<file path="src/rtl/bram_row_reader_512b.sv">
// Fetches one 512-bit row as sixteen 32-bit BRAM word reads and returns it over a level trig/done handshake.
// Each word is a full trig/done round trip; a stuck handshake phase aborts the row with o_err set.
module bram_row_reader_512b #(
    parameter int TIMEOUT_CYCLES = 255
) (
    input  logic         i_clk,
    input  logic         i_rstn,
    input  logic         i_trig,
    input  logic [8:0]   i_row_num,
    output logic         o_done,
    output logic         o_err,
    output logic [511:0] o_row_512b,
    output logic [12:0]  o_rd_from_bram_addr,
    output logic         o_rd_from_bram_trig,
    input  logic [31:0]  i_rd_from_bram_data,
    input  logic         i_rd_from_bram_done
);

    localparam logic [7:0] TMO_LIMIT = 8'(TIMEOUT_CYCLES);

    typedef enum logic [1:0] {
        IDLE,
        REQ,
        RELEASE,
        DONE
    } state_t;

    state_t      state;
    state_t      state_nxt;
    logic [8:0]  row;
    logic [3:0]  word;
    logic [7:0]  tmo_cnt;
    logic        accept;
    logic        capture;
    logic        advance;
    logic        timeout;
    logic        tmo_hit;

    assign tmo_hit = (tmo_cnt == TMO_LIMIT);

    // A completed handshake phase wins over a timeout landing on the same cycle.
    always_comb begin
        state_nxt = state;
        accept    = 1'b0;
        capture   = 1'b0;
        advance   = 1'b0;
        timeout   = 1'b0;
        case (state)
            IDLE: begin
                if (i_trig) begin
                    accept    = 1'b1;
                    state_nxt = REQ;
                end
            end
            REQ: begin
                if (i_rd_from_bram_done) begin
                    capture   = 1'b1;
                    state_nxt = RELEASE;
                end else if (tmo_hit) begin
                    timeout   = 1'b1;
                    state_nxt = DONE;
                end
            end
            RELEASE: begin
                if (!i_rd_from_bram_done) begin
                    if (word == 4'd15) begin
                        state_nxt = DONE;
                    end else begin
                        advance   = 1'b1;
                        state_nxt = REQ;
                    end
                end else if (tmo_hit) begin
                    timeout   = 1'b1;
                    state_nxt = DONE;
                end
            end
            DONE: begin
                if (!i_trig) begin
                    state_nxt = IDLE;
                end
            end
            default: state_nxt = IDLE;
        endcase
    end

    always_ff @(posedge i_clk or negedge i_rstn) begin
        if (!i_rstn) begin
            state <= IDLE;
        end else begin
            state <= state_nxt;
        end
    end

    always_ff @(posedge i_clk or negedge i_rstn) begin
        if (!i_rstn) begin
            row                 <= '0;
            word                <= '0;
            tmo_cnt             <= '0;
            o_done              <= 1'b0;
            o_err               <= 1'b0;
            o_row_512b          <= '0;
            o_rd_from_bram_addr <= '0;
            o_rd_from_bram_trig <= 1'b0;
        end else begin
            o_rd_from_bram_trig <= (state_nxt == REQ);
            o_done              <= (state_nxt == DONE);

            if (accept) begin
                row                 <= i_row_num;
                word                <= 4'd0;
                o_err               <= 1'b0;
                o_rd_from_bram_addr <= {i_row_num, 4'd0};
            end

            if (advance) begin
                word                <= word + 4'd1;
                o_rd_from_bram_addr <= {row, word + 4'd1};
            end

            if (timeout) begin
                o_err <= 1'b1;
            end

            // Word 0 lands in the top slice: {~word, 5'd0} is 480 for word 0, 0 for word 15.
            if (capture) begin
                o_row_512b[{~word, 5'd0} +: 32] <= i_rd_from_bram_data;
            end

            if (accept || capture || advance) begin
                tmo_cnt <= '0;
            end else if ((state == REQ || state == RELEASE) && !tmo_hit) begin
                tmo_cnt <= tmo_cnt + 8'd1;
            end
        end
    end

endmodule

</file>
<file path="config.mk">
export PLATFORM = sky130hd
export DESIGN_NAME = bram_row_reader_512b
export DESIGN_NICKNAME = d
export VERILOG_FILES = /design/src/rtl/bram_row_reader_512b.sv
export SDC_FILE = /design/constraint.sdc
export NUM_CORES = 1
export LEC_CHECK = 0
export CAP_MARGIN = 15
export CORE_ASPECT_RATIO = 1.1
export CORE_MARGIN = 5
export CORE_UTILIZATION = 44
export CTS_CLUSTER_SIZE = 24
export DETAILED_ROUTE_END_ITERATION = 10
export PLACE_DENSITY = 0.74
export SYNTH_ARGS = -nofsm -noshare
export SYNTH_HDL_FRONTEND = slang
export SYNTH_SLANG_ARGS = --single-unit
export TNS_END_PERCENT = 20
</file>
<file path="constraint.sdc">
create_clock -name i_clk -period 2.1 [get_ports i_clk]
set_input_delay 0.63 -clock i_clk [delete_from_list [all_inputs] [get_ports i_clk]]
set_output_delay 0.63 -clock i_clk [all_outputs]
set_load 0.05 [all_outputs]
</file>
==> results.cfg, run 1 <==
[cts]
clock-sinks = 547
path_clk_slew_ps = 60
cts-root-buf = clkbuf_16
worstSkewPairLatency_ps = 590
cts.path.max_buffers = 3
h-tree-depth = 2
cts-buffers-inserted = 54
cts_tree = built

[cells_and_area]
final_cell_mix = 604 x buf_4, 543 x dfrtp_1, 417 x mux2_2, 89 x mux2_4, 65 x and2_1
fin_nets = 2114
syn2layout_area_growth_pct = 42.9
antenna_cells = 0
drive_gt1_frac = 0.621
final_core_util = 0.636
final_cell_area_um2 = 30400
final_common_cell = buf_4

[critical_path]
crit_arrival_ps = 2620
critPathSlowestCell = dfrtp_2
cp_common_cell = buf_6
timing.rr.end = o_row_512b[142]$_DFFE_PN0P_
cp_max_fo = 5
reg2reg_slack_ps = -40
worst-path-buf-inv = 4
path_class = flip-flop to flip-flop
timing.rr.start = o_rd_from_bram_addr[0]$_DFFE_PN0P_
ff2ff_path_depth = 8
cpPeakStageDelay_ps = 450
cp_top_family = buffers and inverters
worstSetupStartpointType = flip-flop
crit_chain = inv_2 -> ha_4 -> nand3b_1 -> buf_6 -> nor3_4 -> buf_6 -> clkbuf_16 -> mux2_2
required_ps = 2570
cp-end-kind = flip-flop
cp_num_cells = 8

[timing]
setup_viol = 89
final.setup_skew_ps = 14.4
rsz0062_at_grt = yes
tightest_slew_ps = 674
drv_slew = 0
post-route-period-util = 1.02
fin_crit_ps = 2140
relSlewSlack = 0.545
final_hold_viol_count = 0
whs_ps = 488
tns_ps = -1340
fmax_mhz = 467
layout_setup_ws_ps = -43.2

[placement]
hpwl_mm = 50.9
dpl_cell_area_um2 = 27700
io_buffers = 572
gp_congestion = 0.865

[routing]
num_vias = 14600
routed.top_layer = met4
ant_nets = 0
routed_via_density = 5.30
wl_per_cell_um = 26.2
dr_wl_met2_mm = 36.4
drc = 0
wl_met3_mm = 5.96
drt_wl_total_mm = 72.1
drt-pass1-iter-count = 4
met1Wirelength_mm = 27.5
first_iter_violations = 769

[global_routing]
antenna_found_initial = 0
grt_pass1_vias = 15600
grt_usage = 0.261
grt_max_degree = 74
overflow = 0
grt_pass1_wl_mm = 104

[outcome]
violations = negative setup slack
outcome = complete, but fails checks

[min_path]
hp-start = row[6]$_DFFE_PN0P_
hold_path_end = o_rd_from_bram_addr[10]$_DFFE_PN0P_
hp-class = flip-flop to flip-flop
hold_path_depth = 2

[floorplan]
die_width_um = 220
core_um2 = 47800
ios = 573
rows = 84
die_h_um = 241
start_util = 0.445
design.die.area_um2 = 52900

[yosys]
yosysTopAreaCell = dfrtp_1
syn_inst = 1362
ys_seq_area_frac = 0.643
synth.area.top_cells = dfrtp_1 64%, mux2_2 27%, and2_1 1.9%
synth_cell_types = 42
yosysWarnings = 0
synthMuxAreaShare = 0.280
synth-simple-area-share = 0.0400
synth_seq_cells = 547
yosys.area.top_type_share = 0.643
synth-compound-area-share = 0.0106
synth_nets = 1416
synthAdderAreaFrac = 0.00529
syn_avg_cell_area_um2 = 15.6
syn-cell-area_um2 = 21300
synth_top_family_by_area = multiplexers
synthXorXnorAreaFrac = 0.00282

[power_and_ir_drop]
peakVddDrop_mv = 0.951
pwr_density_cell_nw_per_um2 = 989
leakage_nw = 16.1
power_mw = 30.1

[job]
maxCapViolations = 0
-- what timing repair did --
action | in CTS | in global routing
setup buffers | 7 | 7
hold endpoints to repair | 28 | 0
hold buffers | 1 | 0
setup endpoints to repair | 373 | 433
cloned | 5 | 7
pin swaps | 5 | 6
gates resized for setup | 33 | 77
-- power by group --
part	total (mW)	internal, mW	leakage (nW)	switching [mW]
registers	12.0	11.5	7.53	0.562
clock network	10.2	6.10	0.935	4.13
logic	7.83	2.67	7.66	5.16
total	30.1	20.2	16.1	9.85
-- cells by family (layout without fill, tap and decap cells) --
family | after synthesis | in the layout
buf+inv | 83 | 822
flops | 547 | 547
fa+ha+maj | 9 | 9
simple gates | 149 | 150
mux | 532 | 532
xor+xnor | 6 | 7
compound gates | 36 | 36
-- registers in the layout, indices dropped and copies added (netlist names) --
| name | count |
|---|---|
| row | 9 |
| state | 2 |
| o_rd_from_bram_trig | 1 |
| o_rd_from_bram_addr | 13 |
| o_row_512b | 512 |
| o_err | 1 |
| tmo_cnt | 8 |
| o_done | 1 |
-- cells in the mapped netlist, drive strengths merged --
cell       n
inv       11
or2        1
nor3       5
a32o       2
a21oi      5
ha         9
o21ai     18
and3b      1
buf       58
o311ai     1
o2111ai    3
and3       3
nor3b      1
nand3      9
o211ai     3
mux2i     15
clkbuf    14
or3b       1
nand2     23
and2      66
o31ai      1
a21o       1
nand2b     3
and4       2
mux2     517
dfrtp    547
nor2b      5
nand4      6
a311oi     1
nor2      19
and4b      2
a32oi      1
xor2       6
nand3b     2
-- worst max-delay path by stage --
stage,slack [ps],from,end
after global placement,-470,i_rd_from_bram_done,o_row_512b[128]$_DFFE_PN0P_
after global routing,-110,o_rd_from_bram_addr[1]$_DFFE_PN0P_,o_row_512b[53]$_DFFE_PN0P_
after floorplan,-230,o_rd_from_bram_addr[1]$_DFFE_PN0P_,o_row_512b[388]$_DFFE_PN0P_
after CTS,-60,o_rd_from_bram_addr[1]$_DFFE_PN0P_,o_row_512b[277]$_DFFE_PN0P_
after detailed placement,-490,i_rd_from_bram_done,o_row_512b[128]$_DFFE_PN0P_
final,-40,o_rd_from_bram_addr[0]$_DFFE_PN0P_,o_row_512b[142]$_DFFE_PN0P_
-- metal layers --
| metal | GRT usage | vias to the layer above |
|---|---|---|
| met3 | 0.0787 | 109 |
| met4 | 0.0709 | 0 |
| met5 | 0 | - |
| li1 | - | 6207 |
| met1 | 0.319 | 7746 |
| met2 | 0.454 | 501 |
-- worst reg2reg max path, cell delays in order (launching register included) --
cell       delay [ps]
dfrtp_2           450
inv_2             100
ha_4              220
nand3b_1          200
buf_6             170
nor3_4            180
buf_6             190
clkbuf_16         180
mux2_2            330
-- final cells by class --
type                    instances  area, um2
fillers                      3564      17400
well taps                     645        807
clock buffers                  74       1610
multi-input cells             734       7760
repair buffers                712       6200
clock inverters                25        295
flip-flops and latches        547      13700
inverters                      11       46.3
-- per-stage QoR --
step / setup WS (ps) / std cells
6_report: -43.2 / 2748
3_5_place_dp: -489 / 2622
3_3_place_gp: -473 / 2622
5_1_grt: -108 / 2748
4_1_cts: -57.6 / 2734
2_1_floorplan: -229 / 1362
Power figures use the tool's default switching activity.
==> inputs of run 2 (changes only) <==
--- a/config.mk
+++ b/config.mk
@@ -8,10 +8,12 @@
 export CAP_MARGIN = 15
 export CORE_ASPECT_RATIO = 1.1
 export CORE_MARGIN = 5
-export CORE_UTILIZATION = 44
+export CORE_UTILIZATION = 45
+export CTS_BUF_LIST = sky130_fd_sc_hd__clkbuf_8
 export CTS_CLUSTER_SIZE = 24
 export DETAILED_ROUTE_END_ITERATION = 10
-export PLACE_DENSITY = 0.74
+export GPL_TIMING_DRIVEN = 0
+export PLACE_DENSITY = 0.75
 export SYNTH_ARGS = -nofsm -noshare
 export SYNTH_HDL_FRONTEND = slang
 export SYNTH_SLANG_ARGS = --single-unit
==> run 2 against run 1 <==
Effect of this change:
- the flow still finishes with violations (negative setup slack)
- hold slack got worse by 450 ps
- via count increased by 0.47%
- sequential cell count unchanged
- first-iteration DRC count is 4.3% higher
- global-route usage grew 0.50 points
- combinational power shrank 5.0%
- clock power shrank 12%
- clock-buffer cell count up 39
- design area grew 3.8%
==> results.cfg, run 2 (synthesis gave the netlist of run 1 again) <==
[power_and_ir_drop]
netSwitchingPower_mw = 9.83
peakVddDrop_mv = 0.815
p_comb_frac = 0.262
clock_power_share = 0.317
leakage_nw = 15.9
pwr-share-seq = 0.421
switching_share = 0.346
internal_power_mw = 18.6
pwr_density_cell_nw_per_um2 = 900

[global_routing]
grt_max_degree = 126
grt_pass1_vias = 15700
grt_pass1_wl_mm = 104
antenna_found_initial = 3
overflow = 0
grt_usage = 0.266

[cells_and_area]
multiInputGateArea_um2 = 7830
regMostFlops = o_row_512b
fillers = 3258
final_common_cell = dfrtp_1
finalNonFillerCells = 2757
final_core_util = 0.676
syn2layout_area_growth_pct = 48.3
largest_register_ff_count = 512
ff_latch_area_um2 = 13700
top_regs = o_row_512b: 512 flops, o_rd_from_bram_addr: 13 flops, row: 9 flops
fin_nets = 2149
final_cell_mix = 543 x dfrtp_1, 405 x mux2_2, 235 x clkdlybuf4s15_2, 148 x clkdlybuf4s15_1, 113 x clkbuf_8
drive_gt1_frac = 0.497

[floorplan]
core_um2 = 46700
design.die.area_um2 = 51800
die_width_um = 217
die_h_um = 238
ios = 573
rows = 83
start_util = 0.456

[timing]
whs_ps = 38.6
setup_viol = 673
fin_crit_ps = 2270
post-route-period-util = 1.08
fmax_mhz = 441
final.setup_skew_ps = 25.6
rsz0062_at_grt = yes
tightest_slew_ps = 821
relSlewSlack = 0.452
layout_setup_ws_ps = -169
final_hold_viol_count = 0
drv_slew = 0

[routing]
drt-pass1-iter-count = 5
ant_nets = 0
first_iter_violations = 802
num_vias = 14600
wl_per_cell_um = 26.2
drt_wl_total_mm = 72.2
drc = 0
routed_via_density = 5.31

[critical_path]
timing.rr.start = o_rd_from_bram_addr[0]$_DFFE_PN0P_
cp_max_fo = 10
timing.rr.end = o_row_512b[18]$_DFFE_PN0P_
ff2ff_path_depth = 9
reg2reg_slack_ps = -170
cp-end-kind = flip-flop
path_class = flip-flop to flip-flop
worstSetupStartpointType = flip-flop
crit_arrival_ps = 2800
crit_start = o_rd_from_bram_addr[0]$_DFFE_PN0P_
required_ps = 2630

[cts]
cts.path.max_buffers = 3
cts-root-buf = clkbuf_8
worstSkewPairLatency_ps = 670
path_clk_slew_ps = 60
clock-sinks = 547
cts_tree = built
h-tree-depth = 3
cts-buffers-inserted = 88

[placement]
dpl.cell_count = 2533
hpwl_mm = 49.2
dp_slack_ps = -1320
io_buffers = 572
gp_congestion = 0.825

[outcome]
violations = negative setup slack
outcome = complete, but fails checks

[job]
maxCapViolations = 0

[min_path]
hp-class = input port to async pin
[run 2: timing repair]
action | 4_1_cts | 5_1_grt
pin swaps | 14 | 7
setup buffers | 36 | 23
gates cloned | 5 | 9
setup endpoints to repair | 1037 | 994
gates resized for setup | 1359 | 178
hold buffers | 1 | 0
hold endpoints to repair | 1 | 0
[run 2: per-layer routing]
layer	wire length, um	part of all wire	track usage
met1	27800	0.39	0.312
met2	36500	0.51	0.458
met3	5700	0.079	0.0903
met4	2160	0.030	0.0952
met5	13	0.00018	0
[run 2: worst max path at each step]
stage | to | slack [ps] | cells after the start
6_report | o_row_512b[18]$_DFFE_PN0P_ | -170 | 9
5_1_grt | o_row_512b[18]$_DFFE_PN0P_ | -270 | 9
4_1_cts | o_row_512b[5] | -150 | 1
3_5_place_dp | o_row_512b[283]$_DFFE_PN0P_ | -1320 | 7
3_3_place_gp | o_rd_from_bram_addr[0]$_DFFE_PN0P_ | -24990 | 1
2_1_floorplan | o_row_512b[388]$_DFFE_PN0P_ | -230 | 7
[run 2: worst max-delay path: stages, from the launching register on]
cell and delay, ps:
dfrtp_2 440, buf_6 140, inv_6 50, ha_4 200, nand3b_1 230, buf_6 180, nor3_4 220, buf_6 180
buf_12 160, mux2_4 310
[run 2: area by class of cell]
| class | count | share of cell area |
|---|---|---|
| repair buffers | 647 | 0.213 |
| inverters | 11 | 0.00162 |
| clock inverters | 43 | 0.00575 |
| well taps | 595 | 0.0236 |
| plain buffers | 67 | 0.0245 |
| flip-flops and latches | 547 | 0.434 |
| clock buffers | 113 | 0.0493 |
| diodes | 1 | 0.0000793 |
| multi-input cells | 733 | 0.248 |
[run 2: power by group through the flow]
stage / Sequential [mW] / Combinational, mW / Clock, mW
2_1_floorplan: 14.9 / 1.81 / 0
3_3_place_gp: 12.1 / 7.37 / 0
3_5_place_dp: 12.1 / 7.53 / 0
4_1_cts: 12.0 / 7.33 / 9.23
5_1_grt: 12.1 / 7.78 / 9.73
6_report: 12.0 / 7.44 / 9.01
[run 2: through the flow]
step                setup TNS (ps)  power (mW)  cell area, um2
global placement                 -        19.5           28000
detailed placement         -439070        19.7           28100
global route                -99340        29.6           31600
floorplan                   -50490        16.7           21500
finish                      -42000        28.4           31600
CTS                         -61620        28.5           30700
